===== config.mk =====
export PLATFORM = sky130hd
export DESIGN_NAME = cond_branch_tracker_flat
export DESIGN_NICKNAME = d
export VERILOG_FILES = /design/src/rtl/cond_branch_tracker_if.sv /design/src/rtl/cond_branch_tracker.sv /design/src/flat_wrapper.sv
export SDC_FILE = /design/constraint.sdc
export NUM_CORES = 1
export LEC_CHECK = 0
export CAP_MARGIN = 25
export CORE_ASPECT_RATIO = 0.5
export CORE_MARGIN = 3
export CORE_UTILIZATION = 40
export CTS_BUF_LIST = sky130_fd_sc_hd__clkbuf_16
export DETAILED_ROUTE_END_ITERATION = 6
export HOLD_SLACK_MARGIN = 0.15
export PLACE_DENSITY = 0.65
export SETUP_SLACK_MARGIN = 0.4
export SYNTH_ARGS = -nofsm -noshare
export SYNTH_HDL_FRONTEND = slang
export SYNTH_SLANG_ARGS = --single-unit

===== constraint.sdc =====
create_clock -name clk -period 4.1 [get_ports clk]
set_clock_uncertainty 0.2 [all_clocks]
set_input_delay 0.82 -clock clk [delete_from_list [all_inputs] [get_ports clk]]
set_output_delay 0.82 -clock clk [all_outputs]
set_load 0.02 [all_outputs]

===== src/rtl/cond_branch_tracker_if.sv =====
`default_nettype none
// ============================================================================
//  Module      : cond_branch_tracker_if
//  Description : Token-in / result-out bundle for cond_branch_tracker.
//                The tracker sits on the slave modport. The tokenizer and
//                line-emitter side sits on the master modport.
//  Revision    : 1.0 - initial release
// ============================================================================
interface cond_branch_tracker_if #(
    parameter int DEPTH_W = 4,
    parameter int CNT_W   = 16
);
    logic               in_valid;
    logic               in_ready;
    logic [2:0]         in_kind;
    logic               in_defined;
    logic               out_valid;
    logic               out_ready;
    logic [2:0]         out_kind;
    logic [DEPTH_W-1:0] out_depth;
    logic               out_active;
    logic [2:0]         out_err;
    logic               err_sticky;
    logic [CNT_W-1:0]   kept_cnt;
    logic [CNT_W-1:0]   drop_cnt;

    modport slave (
        input  in_valid, in_kind, in_defined, out_ready,
        output in_ready, out_valid, out_kind, out_depth, out_active,
               out_err, err_sticky, kept_cnt, drop_cnt
    );

    modport master (
        output in_valid, in_kind, in_defined, out_ready,
        input  in_ready, out_valid, out_kind, out_depth, out_active,
               out_err, err_sticky, kept_cnt, drop_cnt
    );
endinterface
`default_nettype wire


===== src/rtl/cond_branch_tracker.sv =====
`default_nettype none
// ============================================================================
//  Module      : cond_branch_tracker
//  Description : Streaming evaluator for `ifdef/`ifndef/`elsif/`else/`endif
//                tokens. Keeps a nesting stack of {parent_active, taken,
//                seen_else}. Marks every token kept or dropped, tags it with
//                its indent depth and reports structural errors.
//                The result is held in a single registered output stage.
//  Revision    : 1.0 - initial release
// ============================================================================
module cond_branch_tracker #(
    parameter int MAX_DEPTH = 8,   // nesting levels held on the stack (>=1)
    parameter int DEPTH_W   = 4,   // 2**DEPTH_W > MAX_DEPTH; must match bus
    parameter int CNT_W     = 16   // statistics counter width; must match bus
) (
    input  wire logic          clk,
    input  wire logic          rst,
    cond_branch_tracker_if.slave bus
);
    // Token kinds
    localparam logic [2:0] c_kind_line   = 3'd0;
    localparam logic [2:0] c_kind_ifdef  = 3'd1;
    localparam logic [2:0] c_kind_ifndef = 3'd2;
    localparam logic [2:0] c_kind_elsif  = 3'd3;
    localparam logic [2:0] c_kind_else   = 3'd4;
    localparam logic [2:0] c_kind_endif  = 3'd5;
    localparam logic [2:0] c_kind_eof    = 3'd6;

    // Error codes
    localparam logic [2:0] c_err_none       = 3'd0;
    localparam logic [2:0] c_err_overflow   = 3'd1;
    localparam logic [2:0] c_err_underflow  = 3'd2;
    localparam logic [2:0] c_err_elsif_else = 3'd3;
    localparam logic [2:0] c_err_dbl_else   = 3'd4;
    localparam logic [2:0] c_err_unterm     = 3'd5;

    // Stack storage is sized to the full index range so a DEPTH_W-bit
    // pointer always addresses a real bit; only [MAX_DEPTH-1:0] is used.
    localparam int                 c_stk_n     = 1 << DEPTH_W;
    localparam logic [DEPTH_W-1:0] c_max_depth = DEPTH_W'(MAX_DEPTH);

    // Nesting state
    logic [DEPTH_W-1:0] depth_q,      depth_d;
    logic               cur_active_q, cur_active_d;
    logic [c_stk_n-1:0] parent_q,     parent_d;
    logic [c_stk_n-1:0] taken_q,      taken_d;
    logic [c_stk_n-1:0] seen_else_q,  seen_else_d;

    // Status / statistics
    logic               err_sticky_q, err_sticky_d;
    logic [CNT_W-1:0]   kept_q,       kept_d;
    logic [CNT_W-1:0]   drop_q,       drop_d;

    // Output stage
    logic               out_valid_q;
    logic [2:0]         out_kind_q;
    logic [DEPTH_W-1:0] out_depth_q,  out_depth_d;
    logic               out_active_q, out_active_d;
    logic [2:0]         out_err_q,    out_err_d;

    logic               w_in_ready;
    logic               w_accept;
    logic               w_empty;
    logic [DEPTH_W-1:0] w_top;
    logic               w_top_parent;
    logic               w_top_taken;
    logic               w_top_seen_else;
    logic               w_cond;

    assign w_in_ready      = !out_valid_q || bus.out_ready;
    assign w_accept        = bus.in_valid && w_in_ready;
    assign w_empty         = (depth_q == '0);
    assign w_top           = depth_q - 1'b1;
    assign w_top_parent    = parent_q[w_top];
    assign w_top_taken     = taken_q[w_top];
    assign w_top_seen_else = seen_else_q[w_top];
    assign w_cond          = (bus.in_kind == c_kind_ifndef) ? !bus.in_defined
                                                            :  bus.in_defined;

    // Evaluate the accepted token: result fields and next nesting state.
    // An erroring token reports the current depth/liveness and leaves the
    // stack untouched; EOF always clears the stack regardless.
    always_comb begin
        depth_d      = depth_q;
        cur_active_d = cur_active_q;
        parent_d     = parent_q;
        taken_d      = taken_q;
        seen_else_d  = seen_else_q;
        err_sticky_d = err_sticky_q;
        kept_d       = kept_q;
        drop_d       = drop_q;
        out_depth_d  = depth_q;
        out_active_d = cur_active_q;
        out_err_d    = c_err_none;

        if (w_accept) begin
            case (bus.in_kind)
                c_kind_line: begin
                    if (cur_active_q) begin
                        if (kept_q != '1) kept_d = kept_q + 1'b1;
                    end else begin
                        if (drop_q != '1) drop_d = drop_q + 1'b1;
                    end
                end
                c_kind_ifdef, c_kind_ifndef: begin
                    if (depth_q == c_max_depth) begin
                        out_err_d = c_err_overflow;
                    end else begin
                        parent_d[depth_q]    = cur_active_q;
                        taken_d[depth_q]     = w_cond;
                        seen_else_d[depth_q] = 1'b0;
                        cur_active_d         = cur_active_q && w_cond;
                        depth_d              = depth_q + 1'b1;
                    end
                end
                c_kind_elsif: begin
                    if (w_empty) begin
                        out_err_d = c_err_underflow;
                    end else if (w_top_seen_else) begin
                        out_err_d = c_err_elsif_else;
                    end else begin
                        out_depth_d    = w_top;
                        out_active_d   = w_top_parent;
                        cur_active_d   = w_top_parent && !w_top_taken && bus.in_defined;
                        taken_d[w_top] = w_top_taken || bus.in_defined;
                    end
                end
                c_kind_else: begin
                    if (w_empty) begin
                        out_err_d = c_err_underflow;
                    end else if (w_top_seen_else) begin
                        out_err_d = c_err_dbl_else;
                    end else begin
                        out_depth_d        = w_top;
                        out_active_d       = w_top_parent;
                        cur_active_d       = w_top_parent && !w_top_taken;
                        taken_d[w_top]     = 1'b1;
                        seen_else_d[w_top] = 1'b1;
                    end
                end
                c_kind_endif: begin
                    if (w_empty) begin
                        out_err_d = c_err_underflow;
                    end else begin
                        out_depth_d  = w_top;
                        out_active_d = w_top_parent;
                        cur_active_d = w_top_parent;
                        depth_d      = w_top;
                    end
                end
                c_kind_eof: begin
                    // Unterminated blocks report like any other error
                    // (current depth and liveness); a clean EOF is depth 0.
                    if (!w_empty) begin
                        out_err_d = c_err_unterm;
                    end else begin
                        out_depth_d  = '0;
                        out_active_d = 1'b1;
                    end
                    depth_d      = '0;
                    cur_active_d = 1'b1;
                end
                default: begin
                    // Undefined kind: echoed as a passive token, no state change.
                end
            endcase

            if (bus.in_kind == c_kind_eof) begin
                err_sticky_d = 1'b0;
            end else if (out_err_d != c_err_none) begin
                err_sticky_d = 1'b1;
            end
        end
    end

    // State and output registers. Reset drops any pending result and
    // empties the stack in the same cycle.
    always_ff @(posedge clk) begin
        if (rst) begin
            depth_q      <= '0;
            cur_active_q <= 1'b1;
            parent_q     <= '0;
            taken_q      <= '0;
            seen_else_q  <= '0;
            err_sticky_q <= 1'b0;
            kept_q       <= '0;
            drop_q       <= '0;
            out_valid_q  <= 1'b0;
            out_kind_q   <= '0;
            out_depth_q  <= '0;
            out_active_q <= 1'b0;
            out_err_q    <= '0;
        end else begin
            depth_q      <= depth_d;
            cur_active_q <= cur_active_d;
            parent_q     <= parent_d;
            taken_q      <= taken_d;
            seen_else_q  <= seen_else_d;
            err_sticky_q <= err_sticky_d;
            kept_q       <= kept_d;
            drop_q       <= drop_d;
            if (w_accept) begin
                out_valid_q  <= 1'b1;
                out_kind_q   <= bus.in_kind;
                out_depth_q  <= out_depth_d;
                out_active_q <= out_active_d;
                out_err_q    <= out_err_d;
            end else if (bus.out_ready) begin
                out_valid_q  <= 1'b0;
            end
        end
    end

    assign bus.in_ready   = w_in_ready;
    assign bus.out_valid  = out_valid_q;
    assign bus.out_kind   = out_kind_q;
    assign bus.out_depth  = out_depth_q;
    assign bus.out_active = out_active_q;
    assign bus.out_err    = out_err_q;
    assign bus.err_sticky = err_sticky_q;
    assign bus.kept_cnt   = kept_q;
    assign bus.drop_cnt   = drop_q;
endmodule
`default_nettype wire


===== src/flat_wrapper.sv =====
// flat-port wrapper written by rule: the top's interface ports become plain ports
module cond_branch_tracker_flat 
#(
    parameter int MAX_DEPTH = 8,                                            
    parameter int DEPTH_W   = 4,                                            
    parameter int CNT_W     = 16                                              
)
  (clk, rst, bus_in_valid, bus_in_kind, bus_in_defined, bus_out_ready, bus_in_ready, bus_out_valid, bus_out_kind, bus_out_depth, bus_out_active, bus_out_err, bus_err_sticky, bus_kept_cnt, bus_drop_cnt);
  cond_branch_tracker_if #(.DEPTH_W(DEPTH_W), .CNT_W(CNT_W)) bus_i ();
  input  wire logic clk;
  input  wire logic rst;
  input wire logic [$bits(bus_i.in_valid)-1:0] bus_in_valid;
  input wire logic [$bits(bus_i.in_kind)-1:0] bus_in_kind;
  input wire logic [$bits(bus_i.in_defined)-1:0] bus_in_defined;
  input wire logic [$bits(bus_i.out_ready)-1:0] bus_out_ready;
  output wire logic [$bits(bus_i.in_ready)-1:0] bus_in_ready;
  output wire logic [$bits(bus_i.out_valid)-1:0] bus_out_valid;
  output wire logic [$bits(bus_i.out_kind)-1:0] bus_out_kind;
  output wire logic [$bits(bus_i.out_depth)-1:0] bus_out_depth;
  output wire logic [$bits(bus_i.out_active)-1:0] bus_out_active;
  output wire logic [$bits(bus_i.out_err)-1:0] bus_out_err;
  output wire logic [$bits(bus_i.err_sticky)-1:0] bus_err_sticky;
  output wire logic [$bits(bus_i.kept_cnt)-1:0] bus_kept_cnt;
  output wire logic [$bits(bus_i.drop_cnt)-1:0] bus_drop_cnt;
  assign bus_i.in_valid = bus_in_valid;
  assign bus_i.in_kind = bus_in_kind;
  assign bus_i.in_defined = bus_in_defined;
  assign bus_i.out_ready = bus_out_ready;
  assign bus_in_ready = bus_i.in_ready;
  assign bus_out_valid = bus_i.out_valid;
  assign bus_out_kind = bus_i.out_kind;
  assign bus_out_depth = bus_i.out_depth;
  assign bus_out_active = bus_i.out_active;
  assign bus_out_err = bus_i.out_err;
  assign bus_err_sticky = bus_i.err_sticky;
  assign bus_kept_cnt = bus_i.kept_cnt;
  assign bus_drop_cnt = bus_i.drop_cnt;
  cond_branch_tracker #(.MAX_DEPTH(MAX_DEPTH), .DEPTH_W(DEPTH_W), .CNT_W(CNT_W)) u_core (.clk(clk), .rst(rst), .bus(bus_i));
endmodule

==> impl_metrics.csv <==
group,metric,value,unit
clock_tree,path_clk_slew,0.08,ns
drt,drtIter0Drc,576,
yosys,synth_warnings,0,
yosys,seq_area_frac_synth,33.6,%
clock_tree,cts-resized-gates,0,
clock_tree,cts_tree,"built",
sta,worstMarginPinSlew,0.730,ns
sta,relSlewSlack,51.2,%
clock_tree,hold_buffers,0,
yosys,ys_types,74,
yosys,async_reset_ff_share,0,%
global_routing,grt_max_degree,57,
yosys,yosys.area.top_type,"dfxtp_1",
worst_setup_path,critPathRequiredTime,4.16,ns
final_layout,fillers,1334,
pwr,clockPowerShare,39.3,%
sta,drv_slew,0,
floorplan,core,0.0139,mm²
pwr,power.switching,0.000713,W
clock_tree,cts_made_buffers,9,
drt,post_drt_via_cell_ratio,5.81,
final_layout,final_nets,780,
min_path,min_path_type,"flop to flop",
drt,vias,5565,
yosys,yosys-top-cells-area,"dfxtp_1 (34%), nor2_1 (6.2%), a21oi_1 (5.0%)",
sta,timing.fmax,292,MHz
final_layout,antenna_cells,0,
sta,tns,0,ns
global_routing,grt_antenna_before_repair,0,
clock_tree,clock_latency,0.35,ns
worst_setup_path,critPathKind,"flop to flop",
clock_tree,ctsLongestPathBuffers,2,
floorplan,die_area,0.0162,mm²
final_layout,final_common_cell,"dfxtp_1",
drt,dr.pass1.iters,5,
yosys,synth-xor-area-share,4.78,%
global_routing,grt_first_pass_wirelength,27800,µm
final_layout,final_area,0.00692,mm²
placed_design,portBuffers,53,
worst_setup_path,crit_arrival,3.49,ns
pwr,ir_drop,171,µV
yosys,syn_avg_cell_area,8.04,µm²
yosys,synth-simple-area-share,24.2,%
pwr,p_comb_share,19.7,%
final_layout,area_growth,18.5,%
floorplan,num_io_pins,54,
yosys,synth_fa_ha_area_share,2.36,%
yosys,synth_fp_nets,745,
clock_tree,cts_sinks,98,
floorplan,fp.dieW,177,µm
worst_setup_path,cp-end-kind,"flop",
flow_run,max_cap_viol_count,0,
status,status,"completed",
floorplan,rows,30,
yosys,syn_area,0.00584,mm²
pwr,sequentialPowerShare,41.0,%
worst_setup_path,cp_max_fo,20,
global_routing,grt_usage,21.2,%
placed_design,dp_hpwl,11900,µm
yosys,synth.ff_latch_count,98,
drt,routed_wl,17300,µm
clock_tree,cts_setup_buffers,0,
placed_design,post_dp_cell_area,0.00659,mm²
drt,post_drt_wl_per_cell,18.0,µm
floorplan,fp.dieH,91.4,µm
pwr,internal-power,0.00168,W
clock_tree,htreeDepth,3,
clock_tree,ctsRootBufferMaster,"clkbuf_16",
sta,holdWs,0.254,ns
final_layout,regArea,0.00196,mm²
worst_setup_path,critical_path.startpoint_type,"flop",
sta,hold_violations,0,
pwr,swShare,29.8,%
yosys,synth_mux_area_share,10.2,%
yosys,synth_top_area_share,33.6,%
global_routing,gr-total-overflow,0,
final_layout,multi_input_area,0.00358,mm²
final_layout,drive_above_1_share,9.53,%
sta,final.min_clock_period,3.43,ns
floorplan,initial_core_util,42.0,%
pwr,pwr_density_cell,346,mW/mm²
sta,rsz0062_at_grt,"false",
global_routing,first_global_vias,5121,
final_layout,layout_common_cells,"dfxtp_1 (98), nor2_1 (97), nand2_1 (74)",
yosys,synth_ff_type,"dfxtp_1",
yosys,synth_cells,726,
yosys,synth_top_family_by_area,"simple AND/OR/NAND/NOR gates",
placed_design,place_congestion,0.929,
drt,ant_nets,0,
drt,remaining_drc_errors,0,
sta,setup_viol,0,
sta,fin_crit_sh,83.6,%
yosys,synth_compound_area_share,19.6,%
pwr,p_leak,2.59,nW
yosys,synth_edf_count,0,
per-layer routing:
layer / routed length, µm / global-route usage (%) / vias up
met5: 0 / 1.28 / -
met4: 120 / 4.05 / 0
met3: 1880 / 6.93 / 10
met2: 7060 / 29.5 / 284
met1: 8220 / 31.5 / 2593
li1: - / - / 2678
worst max-delay path, cell delays in order, from the launching register on:
cell and delay, ns:
dfxtp_1 0.32, inv_2 0.28, ha_1 0.35, buf_12 0.19, mux2i_1 0.14, mux4_2 0.54
a22o_1 0.37, a21oi_2 0.55, a2111oi_0 0.16, nor3_1 0.22
cell families after synthesis:
family	count (synthesis)
AO/OA/AOI/OAI	164
XOR/XNOR	31
adder cells (fa/ha/maj)	11
buffers and inverters	74
flip-flops	98
multiplexers	47
AND/OR/NAND/NOR	301
flip-flops by register name (all words and copies together) (netlist names):
signal,flops
u_core.bus.kept_cnt,16
u_core.parent_q,16
u_core.bus.out_depth,4
u_core.cur_active_q,1
u_core.bus.drop_cnt,16
u_core.taken_q,16
u_core.bus.out_valid,1
u_core.bus.out_kind,3
u_core.bus.out_err,3
u_core.seen_else_q,16
u_core.bus.err_sticky,1
u_core.bus.out_active,1
u_core.depth_q,4
Yosys cell counts, types with 5 or more instances:
cell type	instances
o21ai_0	23
o31ai_1	6
and3_1	12
and2_1	8
nand3_1	36
nand2_1	74
nor3_1	25
and4_1	5
ha_1	11
a2111oi_0	5
nor2b_1	7
mux2i_1	27
mux2_1	8
a22oi_1	10
o211ai_1	5
a2bb2oi_1	8
mux4_2	9
clkbuf_1	44
a21oi_1	58
nor2_1	97
buf_2	6
or3_1	7
inv_1	17
xnor2_1	9
xor2_1	21
dfxtp_1	98
nand4_1	10
layout make-up:
cell class	instances	area share, %
clock buffers	9	3.26
flip-flops and latches	98	28.4
clock inverters	7	1.47
repair buffers	79	10.6
well taps	192	3.47
inverters	19	1.03
multi-input cells	554	51.8
power groups by stage:
stage | clock network, W | logic (W) | registers [W]
after CTS | 0.000962 | 0.000459 | 0.000981
after detailed placement | 0 | 0.000456 | 0.00100
final | 0.000940 | 0.000470 | 0.000981
after floorplan | 0 | 0.000299 | 0.00101
after global placement | 0 | 0.000454 | 0.00100
after global routing | 0.00100 | 0.000500 | 0.000983
path summary, 6_finish.rpt:
path,start,to,slack (ns),cells past startpoint
setup / recovery,u_core.depth_q[0],u_core.taken_q[13],0.67,9
hold / removal,u_core.bus.out_kind[1],u_core.bus.out_kind[1],0.25,2
setup reg to reg,u_core.depth_q[0],u_core.taken_q[13],0.67,9
hold reg to reg,u_core.bus.out_kind[1],u_core.bus.out_kind[1],0.25,2
per-stage QoR:
stage               cells  power, W  util, %  worst slack (ns)
floorplan             726   0.00131        -             0.665
CTS                   958   0.00240     49.8             0.705
detailed placement    942   0.00146     47.4             0.481
finish                958   0.00239     49.8             0.674
global placement      942   0.00146     47.4             0.581
global route          958   0.00249     49.8             0.538
No activity file was read; power rests on OpenSTA's default activity.
